===== src/rtl/arith_dispatch_pkg.sv =====
// arith_dispatch_pkg: shared types and widths for the arith_dispatch block.
//   op_e        - operation select (OP_ADD / OP_MUL)
//   res_entry_t - one result-FIFO entry {op, data, tag}
// The tag field is sized for the widest supported tag; narrower tags are
// zero-extended on push and truncated on read.
package arith_dispatch_pkg;

    localparam int unsigned OPND_W    = 4;   // operand width
    localparam int unsigned ARES_W    = 5;   // adder result width
    localparam int unsigned MRES_W    = 8;   // multiplier result width
    localparam int unsigned DATA_W    = 8;   // result data width on out_data
    localparam int unsigned TAG_MAX_W = 16;  // widest supported TAG_W

    typedef enum logic {
        OP_ADD = 1'b0,
        OP_MUL = 1'b1
    } op_e;

    typedef struct packed {
        op_e                    op;
        logic [DATA_W-1:0]      data;
        logic [TAG_MAX_W-1:0]   tag;
    } res_entry_t;

endpackage


===== src/rtl/arith_dispatch_fifo.sv =====
// arith_dispatch_fifo: synchronous result FIFO, DEPTH entries (power of 2).
//   clk, rst  - clock, asynchronous active-high reset
//   push_i    - write din_i (ignored when full)
//   din_i     - entry to write
//   pop_i     - drop head entry (ignored when empty)
//   dout_o    - head entry, zero when empty
//   valid_o   - FIFO not empty
//   count_o   - number of stored entries (0..DEPTH)
// No bypass: an entry pushed into an empty FIFO is visible the next cycle.
module arith_dispatch_fifo
    import arith_dispatch_pkg::*;
#(
    parameter int unsigned DEPTH = 4
) (
    input  logic                     clk,
    input  logic                     rst,
    input  logic                     push_i,
    input  res_entry_t               din_i,
    input  logic                     pop_i,
    output res_entry_t               dout_o,
    output logic                     valid_o,
    output logic [$clog2(DEPTH):0]   count_o
);

    localparam int unsigned PTR_W = $clog2(DEPTH);
    localparam int unsigned CNT_W = PTR_W + 1;

    res_entry_t        mem [DEPTH];
    logic [PTR_W-1:0]  wr_ptr_q, rd_ptr_q;
    logic [CNT_W-1:0]  count_q;
    logic              do_push, do_pop;

    assign do_push = push_i && (count_q != CNT_W'(DEPTH));
    assign do_pop  = pop_i && (count_q != '0);

    always_ff @(posedge clk or posedge rst) begin
        if (rst) begin
            wr_ptr_q <= '0;
            rd_ptr_q <= '0;
            count_q  <= '0;
        end else begin
            // Pointers wrap naturally because DEPTH is a power of 2.
            if (do_push) wr_ptr_q <= wr_ptr_q + PTR_W'(1);
            if (do_pop)  rd_ptr_q <= rd_ptr_q + PTR_W'(1);
            case ({do_push, do_pop})
                2'b10:   count_q <= count_q + CNT_W'(1);
                2'b01:   count_q <= count_q - CNT_W'(1);
                default: count_q <= count_q;
            endcase
        end
    end

    always_ff @(posedge clk) begin
        if (do_push) mem[wr_ptr_q] <= din_i;
    end

    assign valid_o = (count_q != '0);
    assign dout_o  = valid_o ? mem[rd_ptr_q] : '0;
    assign count_o = count_q;

endmodule


===== src/rtl/arith_dispatch.sv =====
// arith_dispatch: dispatches add/multiply requests to external 1-cycle units
// and returns tagged results in acceptance order through a credit-managed FIFO.
//   clk, rst             - clock, asynchronous active-high reset
//   in_valid/in_ready    - request handshake; in_op 0=add 1=mul; in_a, in_b operands
//   aa, ab / ma, mb      - registered operands to the adder / multiplier
//   aout / mout          - registered unit results (one clock after operands)
//   out_valid/out_ready  - result handshake; out_op, out_data, out_tag = FIFO head
// Optional (macro ARITH_DISPATCH_STATS_EN): add_cnt, mul_cnt saturating op counters.
module arith_dispatch
    import arith_dispatch_pkg::*;
#(
    parameter int unsigned DEPTH = 4,
    parameter int unsigned TAG_W = 4
) (
    input  logic                clk,
    input  logic                rst,
    input  logic                in_valid,
    output logic                in_ready,
    input  logic                in_op,
    input  logic [OPND_W-1:0]   in_a,
    input  logic [OPND_W-1:0]   in_b,
    output logic [OPND_W-1:0]   aa,
    output logic [OPND_W-1:0]   ab,
    output logic [OPND_W-1:0]   ma,
    output logic [OPND_W-1:0]   mb,
    input  logic [ARES_W-1:0]   aout,
    input  logic [MRES_W-1:0]   mout,
    output logic                out_valid,
    input  logic                out_ready,
    output logic                out_op,
    output logic [DATA_W-1:0]   out_data,
`ifdef ARITH_DISPATCH_STATS_EN
    output logic [15:0]         add_cnt,
    output logic [15:0]         mul_cnt,
`endif
    output logic [TAG_W-1:0]    out_tag
);

    localparam int unsigned CNT_W = $clog2(DEPTH) + 1;
    localparam int unsigned CRD_W = CNT_W + 1;  // holds DEPTH + 2

    logic [OPND_W-1:0] aa_q, ab_q, ma_q, mb_q;
    logic [TAG_W-1:0]  tag_q, tag_d;
    logic              s1_valid_q, s2_valid_q;
    op_e               s1_op_q, s2_op_q;
    logic [TAG_W-1:0]  s1_tag_q, s2_tag_q;

    logic              accept;
    logic [CNT_W-1:0]  fifo_count;
    logic [CRD_W-1:0]  credits_used;
    res_entry_t        push_entry, head;

    // Every accepted op reserves a FIFO slot until popped, so a push never
    // finds the FIFO full. Only registered state feeds in_ready.
    assign credits_used = CRD_W'(fifo_count) + CRD_W'(s1_valid_q) + CRD_W'(s2_valid_q);
    assign in_ready     = !rst && (credits_used < CRD_W'(DEPTH));
    assign accept       = in_valid && in_ready;
    assign tag_d        = accept ? tag_q + TAG_W'(1) : tag_q;

    always_ff @(posedge clk or posedge rst) begin
        if (rst) begin
            aa_q       <= '0;
            ab_q       <= '0;
            ma_q       <= '0;
            mb_q       <= '0;
            tag_q      <= '0;
            s1_valid_q <= 1'b0;
            s1_op_q    <= OP_ADD;
            s1_tag_q   <= '0;
            s2_valid_q <= 1'b0;
            s2_op_q    <= OP_ADD;
            s2_tag_q   <= '0;
        end else begin
            if (accept && (op_e'(in_op) == OP_ADD)) begin
                aa_q <= in_a;
                ab_q <= in_b;
            end
            if (accept && (op_e'(in_op) == OP_MUL)) begin
                ma_q <= in_a;
                mb_q <= in_b;
            end
            tag_q      <= tag_d;
            s1_valid_q <= accept;
            s1_op_q    <= op_e'(in_op);
            s1_tag_q   <= tag_q;
            s2_valid_q <= s1_valid_q;
            s2_op_q    <= s1_op_q;
            s2_tag_q   <= s1_tag_q;
        end
    end

    // S2 means the unit's result register now holds this op's result.
    always_comb begin
        push_entry      = '0;
        push_entry.op   = s2_op_q;
        push_entry.data = (s2_op_q == OP_MUL) ? DATA_W'(mout) : DATA_W'(aout);
        push_entry.tag  = TAG_MAX_W'(s2_tag_q);
    end

    arith_dispatch_fifo #(
        .DEPTH (DEPTH)
    ) u_fifo (
        .clk     (clk),
        .rst     (rst),
        .push_i  (s2_valid_q),
        .din_i   (push_entry),
        .pop_i   (out_valid && out_ready),
        .dout_o  (head),
        .valid_o (out_valid),
        .count_o (fifo_count)
    );

    assign aa       = aa_q;
    assign ab       = ab_q;
    assign ma       = ma_q;
    assign mb       = mb_q;
    assign out_op   = head.op;
    assign out_data = head.data;
    assign out_tag  = head.tag[TAG_W-1:0];

`ifdef ARITH_DISPATCH_STATS_EN
    logic [15:0] add_cnt_q, mul_cnt_q;

    always_ff @(posedge clk or posedge rst) begin
        if (rst) begin
            add_cnt_q <= '0;
            mul_cnt_q <= '0;
        end else begin
            if (accept && (op_e'(in_op) == OP_ADD) && (add_cnt_q != 16'hFFFF)) begin
                add_cnt_q <= add_cnt_q + 16'd1;
            end
            if (accept && (op_e'(in_op) == OP_MUL) && (mul_cnt_q != 16'hFFFF)) begin
                mul_cnt_q <= mul_cnt_q + 16'd1;
            end
        end
    end

    assign add_cnt = add_cnt_q;
    assign mul_cnt = mul_cnt_q;
`endif

endmodule


===== config.mk =====
export PLATFORM = sky130hd
export DESIGN_NAME = arith_dispatch
export DESIGN_NICKNAME = d
export VERILOG_FILES = /design/src/rtl/arith_dispatch_pkg.sv /design/src/rtl/arith_dispatch_fifo.sv /design/src/rtl/arith_dispatch.sv
export SDC_FILE = /design/constraint.sdc
export NUM_CORES = 1
export LEC_CHECK = 0
export BUFFER_PORTS_ARGS = -buffer_cell sky130_fd_sc_hd__buf_2
export CAP_MARGIN = 20
export CELL_PAD_IN_SITES_DETAIL_PLACEMENT = 1
export CELL_PAD_IN_SITES_GLOBAL_PLACEMENT = 1
export CORE_MARGIN = 2
export CORE_UTILIZATION = 50
export CTS_CLUSTER_DIAMETER = 150
export DETAILED_ROUTE_END_ITERATION = 16
export PLACE_DENSITY_LB_ADDON = 0.1
export REMOVE_ABC_BUFFERS = 1
export SLEW_MARGIN = 20
export SYNTH_ARGS = -nofsm -noshare
export SYNTH_HDL_FRONTEND = slang
export SYNTH_SLANG_ARGS = --single-unit

===== constraint.sdc =====
create_clock -name clk -period 3.1 [get_ports clk]
set_input_delay 0.62 -clock clk [delete_from_list [all_inputs] [get_ports clk]]
set_output_delay 0.62 -clock clk [all_outputs]
set_load 0.02 [all_outputs]

# Yosys cells after proc, flatten, opt, wreduce, memory -nomap -nowiden

Memory sizes are Yosys's and may differ from the RTL's.
Index checks and enable logic that the tools add are counted.

$add $sub $neg: 7
Magnitude comparators: 1
Equality and inequality tests: 3
Muxes and demuxes: 5
Bitwise logic cells: 1
Reductions and logical operators: 10

Operators by type and width:

| kind                  | count |
|---|---|
| $mux W25              | 1 |
| $mux W8               | 1 |
| $logic_and A1 B1 Y1   | 7 |
| $pmux W3 S2           | 1 |
| $add A2 B1 Y2 const B | 2 |
| $add A3 B1 Y4         | 1 |
| $add A4 B1 Y4         | 1 |
| $add A4 B1 Y4 const B | 1 |
| $lt A4 B3 Y1 const B  | 1 |
| $add A3 B1 Y3 const B | 1 |
| $ne A3 B3 Y1 const B  | 1 |
| $reduce_bool A3 Y1    | 1 |
| $sub A3 B1 Y3 const B | 1 |
| $eq A2 B1 Y1 const B  | 1 |
| $eq A2 B2 Y1 const B  | 1 |
| $mux W1               | 2 |
| $reduce_bool A2 Y1    | 1 |
| $logic_not A1 Y1      | 1 |
| $not A1 Y1            | 1 |

Bits in registers: 39
Bits in writable memories: 52
Input bits: 26
Output and inout port bits: 31
Word-level logic and storage cells: 42
Memories kept: 1

Memories:

| name       | words | width | rd ports | clocked after memory_dff | wr ports | RTL line                  | RTL |
|---|---|---|---|---|---|---|---|
| u_fifo.mem | 4     | 13    | 1        | 0                        | 1        | arith_dispatch_fifo.sv:28 | `res_entry_t mem [DEPTH];` |

# Depth between registers and ports, before layout

Depth in word-level cells: 6
Depth in mapped cells: 9
Mapped depth without buffers: 9

# By module

From an unflattened synthesis, not the netlist that was laid out.

Cells, all modules: 272
Area total of the unflattened synthesis: 5,451.5 um^2

By module, submodules not included:

| module              | instances | cells an instance | area an instance (um^2) | seq. area each (um^2) |
|---|---|---|---|---|
| arith_dispatch_fifo | 1         | 197               | 4,241.6                 | 3,178.0 |
| arith_dispatch      | 1         | 75                | 1,209.9                 | 800.8 |

# Worst setup path after synthesis

Ideal clock, no wire load.

Path kind: register -> output
Start: register u_fifo.rd_ptr_q[0]
End: output out_data[0]
Arrival time: 1,523 ps
Required time: 2,480 ps
Setup slack: 957 ps
Stages on the path, launching flop included: 5
Path buffers: 2
Path through: dfrtp_1 -> buf_2 -> buf_2 -> mux4_2 -> and2_1

Longest elaborated chain between the ends: 2

RTL lines:

| item                   | RTL line                  | RTL |
|---|---|---|
| start, declared        | arith_dispatch_fifo.sv:29 | `logic [PTR_W-1:0] wr_ptr_q, rd_ptr_q;` |
| start signal, assigned | arith_dispatch_fifo.sv:44 | `if (do_pop) rd_ptr_q <= rd_ptr_q + PTR_W'(1);` |
| $mem_v2 Z4 W13         | -                         |  |
| $mux W25               | arith_dispatch_fifo.sv:58 | `assign dout_o = valid_o ? mem[rd_ptr_q] : '0;` |
| end, declared          | arith_dispatch.sv:31      | `output logic [DATA_W-1:0] out_data,` |

No other way between the ends.

# Worst setup path in the final report

Start: register u_fifo.rd_ptr_q[0]
End: output out_data[3]

The elaborated chain is that of the path after synthesis.

==> impl_metrics.yaml <==
job:
  maxCapViolations: 0
cells_and_area:
  area_delta_synth_final_pct: 17.5
  diodes: 0
  seqCellArea_um2: 2540
  drive_above_1_share: 0.424
  multi_input_area_um2: 962
  fillers: 642
  nets: 291
  final_util: 0.612
worst_setup_path:
  endpoint_kind: "primary output"
  path_cells: "buf_12, mux4_2, and2_1, buf_2"
  worstPathMaxFanout: 11
  r2r_slack_ns: 0.77
  critPathKind: "flip-flop to primary output"
  r2r_cells: 8
  r2r-end: "u_fifo.count_o[2]$_DFFE_PP0P_"
  critical_path.max_stage_delay_ns: 0.57
  crit_required_ns: 2.48
  startpoint_type: "flip-flop"
  arrival_ns: 1.95
  rr_startpoint: "u_fifo.count_o[2]$_DFFE_PP0P_"
  cp_slowest_cell: "dfrtp_1"
place:
  io_buffers: 56
  gp_congestion: 0.724
  dp_hpwl_mm: 4.43
outcome:
  status: "completed"
synth:
  syn_area_per_cell_um2: 18.4
  synthCells: 193
  synthTopCellsByArea: "edfxtp_1 (44%), dfrtp_1 (27%), mux4_2 (8.2%), mux2_2 (7.0%), and2_1 (3.7%)"
  yosys.cell_types.count: 24
  ys_ff_latch: 91
  synth_area_um2: 3560
  synth_top_area_cell: "edfxtp_1"
  synth-seq-area-share: 0.713
  synth_warnings: 0
  synth_top_area_share: 0.439
cts:
  postCtsSetupRepairBufs: 0
  clk_path_buf_depth: 2
  cts_sinks: 91
  numCtsBuffers: 9
  clkTransAtPathRegs_ns: 0.08
  cts_resized: 0
  htreeDepth: 3
  cts_tree: "built"
  clockRootBuffer: "clkbuf_8"
  clkLatencyLatePin_ns: 0.34
  cts_hold_buf: 0
routing:
  drt_pass1_iterations: 3
  drcViolationCount: 0
  antenna_left: 0
  wl_per_cell_um: 17.7
  via_per_inst: 5.03
  routed_wl_mm: 6.33
  vias: 1800
  drt_iter0_drc: 63
floorplan:
  core-area_um2: 6830
  ios: 57
  die_h_um: 88.4
  die_w_um: 88.4
  start_util: 0.521
  num_rows: 30
  dieArea_um2: 7810
power:
  ir_drop_mv: 0.427
  leakage_nw: 1.69
  p_per_area_nw_per_um2: 950
timing:
  max_slew_margin: 0.528
  rsz0062_at_grt: "false"
  hold_viol: 0
  tightest_slew_ns: 0.708
  fin_setup_tns_ns: 0
  layout_min_cycle_time_ns: 2.57
  slew_viol_final: 0
  max_clock_freq_mhz: 390
  clock_skew_ns: 0.0113
  finalSetupViolations: 0
  finalCritPeriodShare: 0.828
grt:
  grt_usage: 0.181
  grt_max_degree: 37
  grt_overflow: 0
  grt_pass1_vias: 2097
  antenna_found_initial: 0
  grt_pass1_wl_mm: 10.3
hold_path:
  hp-class: "input port to asynchronous set/reset pin"
==> per-stage QoR <==
step | setup WS [ns] | power (mW) | hold slack, ns | instance area (um2) | cells
detailed placement | 0.756 | 3.21 | 0.336 | 3970 | 342
global route | 0.413 | 4.21 | 0.176 | 4180 | 358
CTS | 0.494 | 4.03 | 0.168 | 4180 | 358
floorplan | 0.903 | 2.71 | 0.331 | 3530 | 187
global placement | 0.836 | 3.14 | 0.334 | 3970 | 342
finish | 0.534 | 3.98 | 0.183 | 4180 | 358
==> where the power goes <==
part           total [mW]  switching [mW]  internal [mW]
clock network       0.826           0.401          0.425
logic                1.32           0.706          0.609
registers            1.83           0.231           1.60
==> layout make-up <==
cell class,count,share of cell area
Clock inverter,5,0.0147
Timing Repair Buffer,59,0.0754
Tap cell,96,0.0287
Multi-Input combinational cell,87,0.230
Clock buffer,11,0.0365
Inverter,9,0.00808
Sequential cell,91,0.607
==> state kept, by name, summed over array words and instances, names as in the netlist <==
signal and flops:
u_fifo.mem 52, aa 4, ab 4, ma 4, mb 4, s1_tag_q 4, s2_tag_q 4, tag_q 4
u_fifo.count_o 3, u_fifo.rd_ptr_q 2, u_fifo.wr_ptr_q 2, s1_op_q 1, s1_valid_q 1, s2_op_q 1, s2_valid_q 1
==> how the worst max path moves through the flow <==
stage | start | endpoint | cells after the start
finish | u_fifo.rd_ptr_q[0]$_DFFE_PP0P_ | out_data[3] | 4
CTS | u_fifo.rd_ptr_q[0]$_DFFE_PP0P_ | out_tag[2] | 4
floorplan | u_fifo.rd_ptr_q[0]$_DFFE_PP0P_ | out_data[0] | 2
detailed placement | u_fifo.count_o[1]$_DFFE_PP0P_ | u_fifo.count_o[2]$_DFFE_PP0P_ | 8
global placement | u_fifo.count_o[2]$_DFFE_PP0P_ | u_fifo.count_o[2]$_DFFE_PP0P_ | 8
global route | u_fifo.rd_ptr_q[0]$_DFFE_PP0P_ | out_tag[1] | 4
==> metal layers <==
| metal | vias up | share of wire | GRT usage |
|---|---|---|---|
| met2 | 55 | 0.53 | 0.325 |
| li1 | 838 | - | - |
| met1 | 901 | 0.42 | 0.214 |
| met3 | 6 | 0.047 | 0.0392 |
| met4 | 0 | 0.0095 | 0.0702 |
| met5 | - | 0 | 0 |
==> Yosys cell counts <==
cell	count
or3_1	1
mux2_2	22
nor2_1	1
nand2b_1	1
clkbuf_1	3
a211oi_1	1
a31oi_1	1
xnor2_1	5
fa_1	1
and2_1	21
a2111oi_4	1
dfrtp_1	39
edfxtp_1	52
nand4_1	1
a21o_1	1
o21ai_0	1
ha_1	7
inv_1	9
mux4_2	13
buf_2	3
xor2_1	4
mux2i_1	1
nand2_1	3
nand2_2	1
==> cell usage in the layout, fill, tap and decap left out, types with 3 or more instances in the layout <==
cell / synthesis / final
mux2_2: 22 / 22
clkinv_4: 0 / 3
edfxtp_1: 52 / 52
dfrtp_1: 39 / 39
mux4_2: 13 / 13
xnor2_1: 5 / 5
buf_2: 3 / 56
and2_1: 21 / 21
xor2_1: 4 / 4
clkbuf_8: 0 / 9
nand2_1: 3 / 3
ha_1: 7 / 7
inv_1: 9 / 9
==> worst max-delay path: cells and delay by family (launching register included) <==
family | cells | cell delay (ns)
mux | 1 | 0.51
buf+inv | 2 | 0.36
flops | 1 | 0.57
simple gates | 1 | 0.17
==> cells by family after synthesis <==
kind of cell               Yosys count  share of synthesized area
buffers and inverters               15                     0.0169
xor gates and xnor gates             9                     0.0221
AOI/OAI and AO/OA                    5                     0.0151
DFF                                 91                      0.713
and+or+nand+nor                     29                     0.0482
adders and majority gates            8                     0.0302
muxes                               36                      0.155
Note: power is estimated with default switching activity, not from simulation.
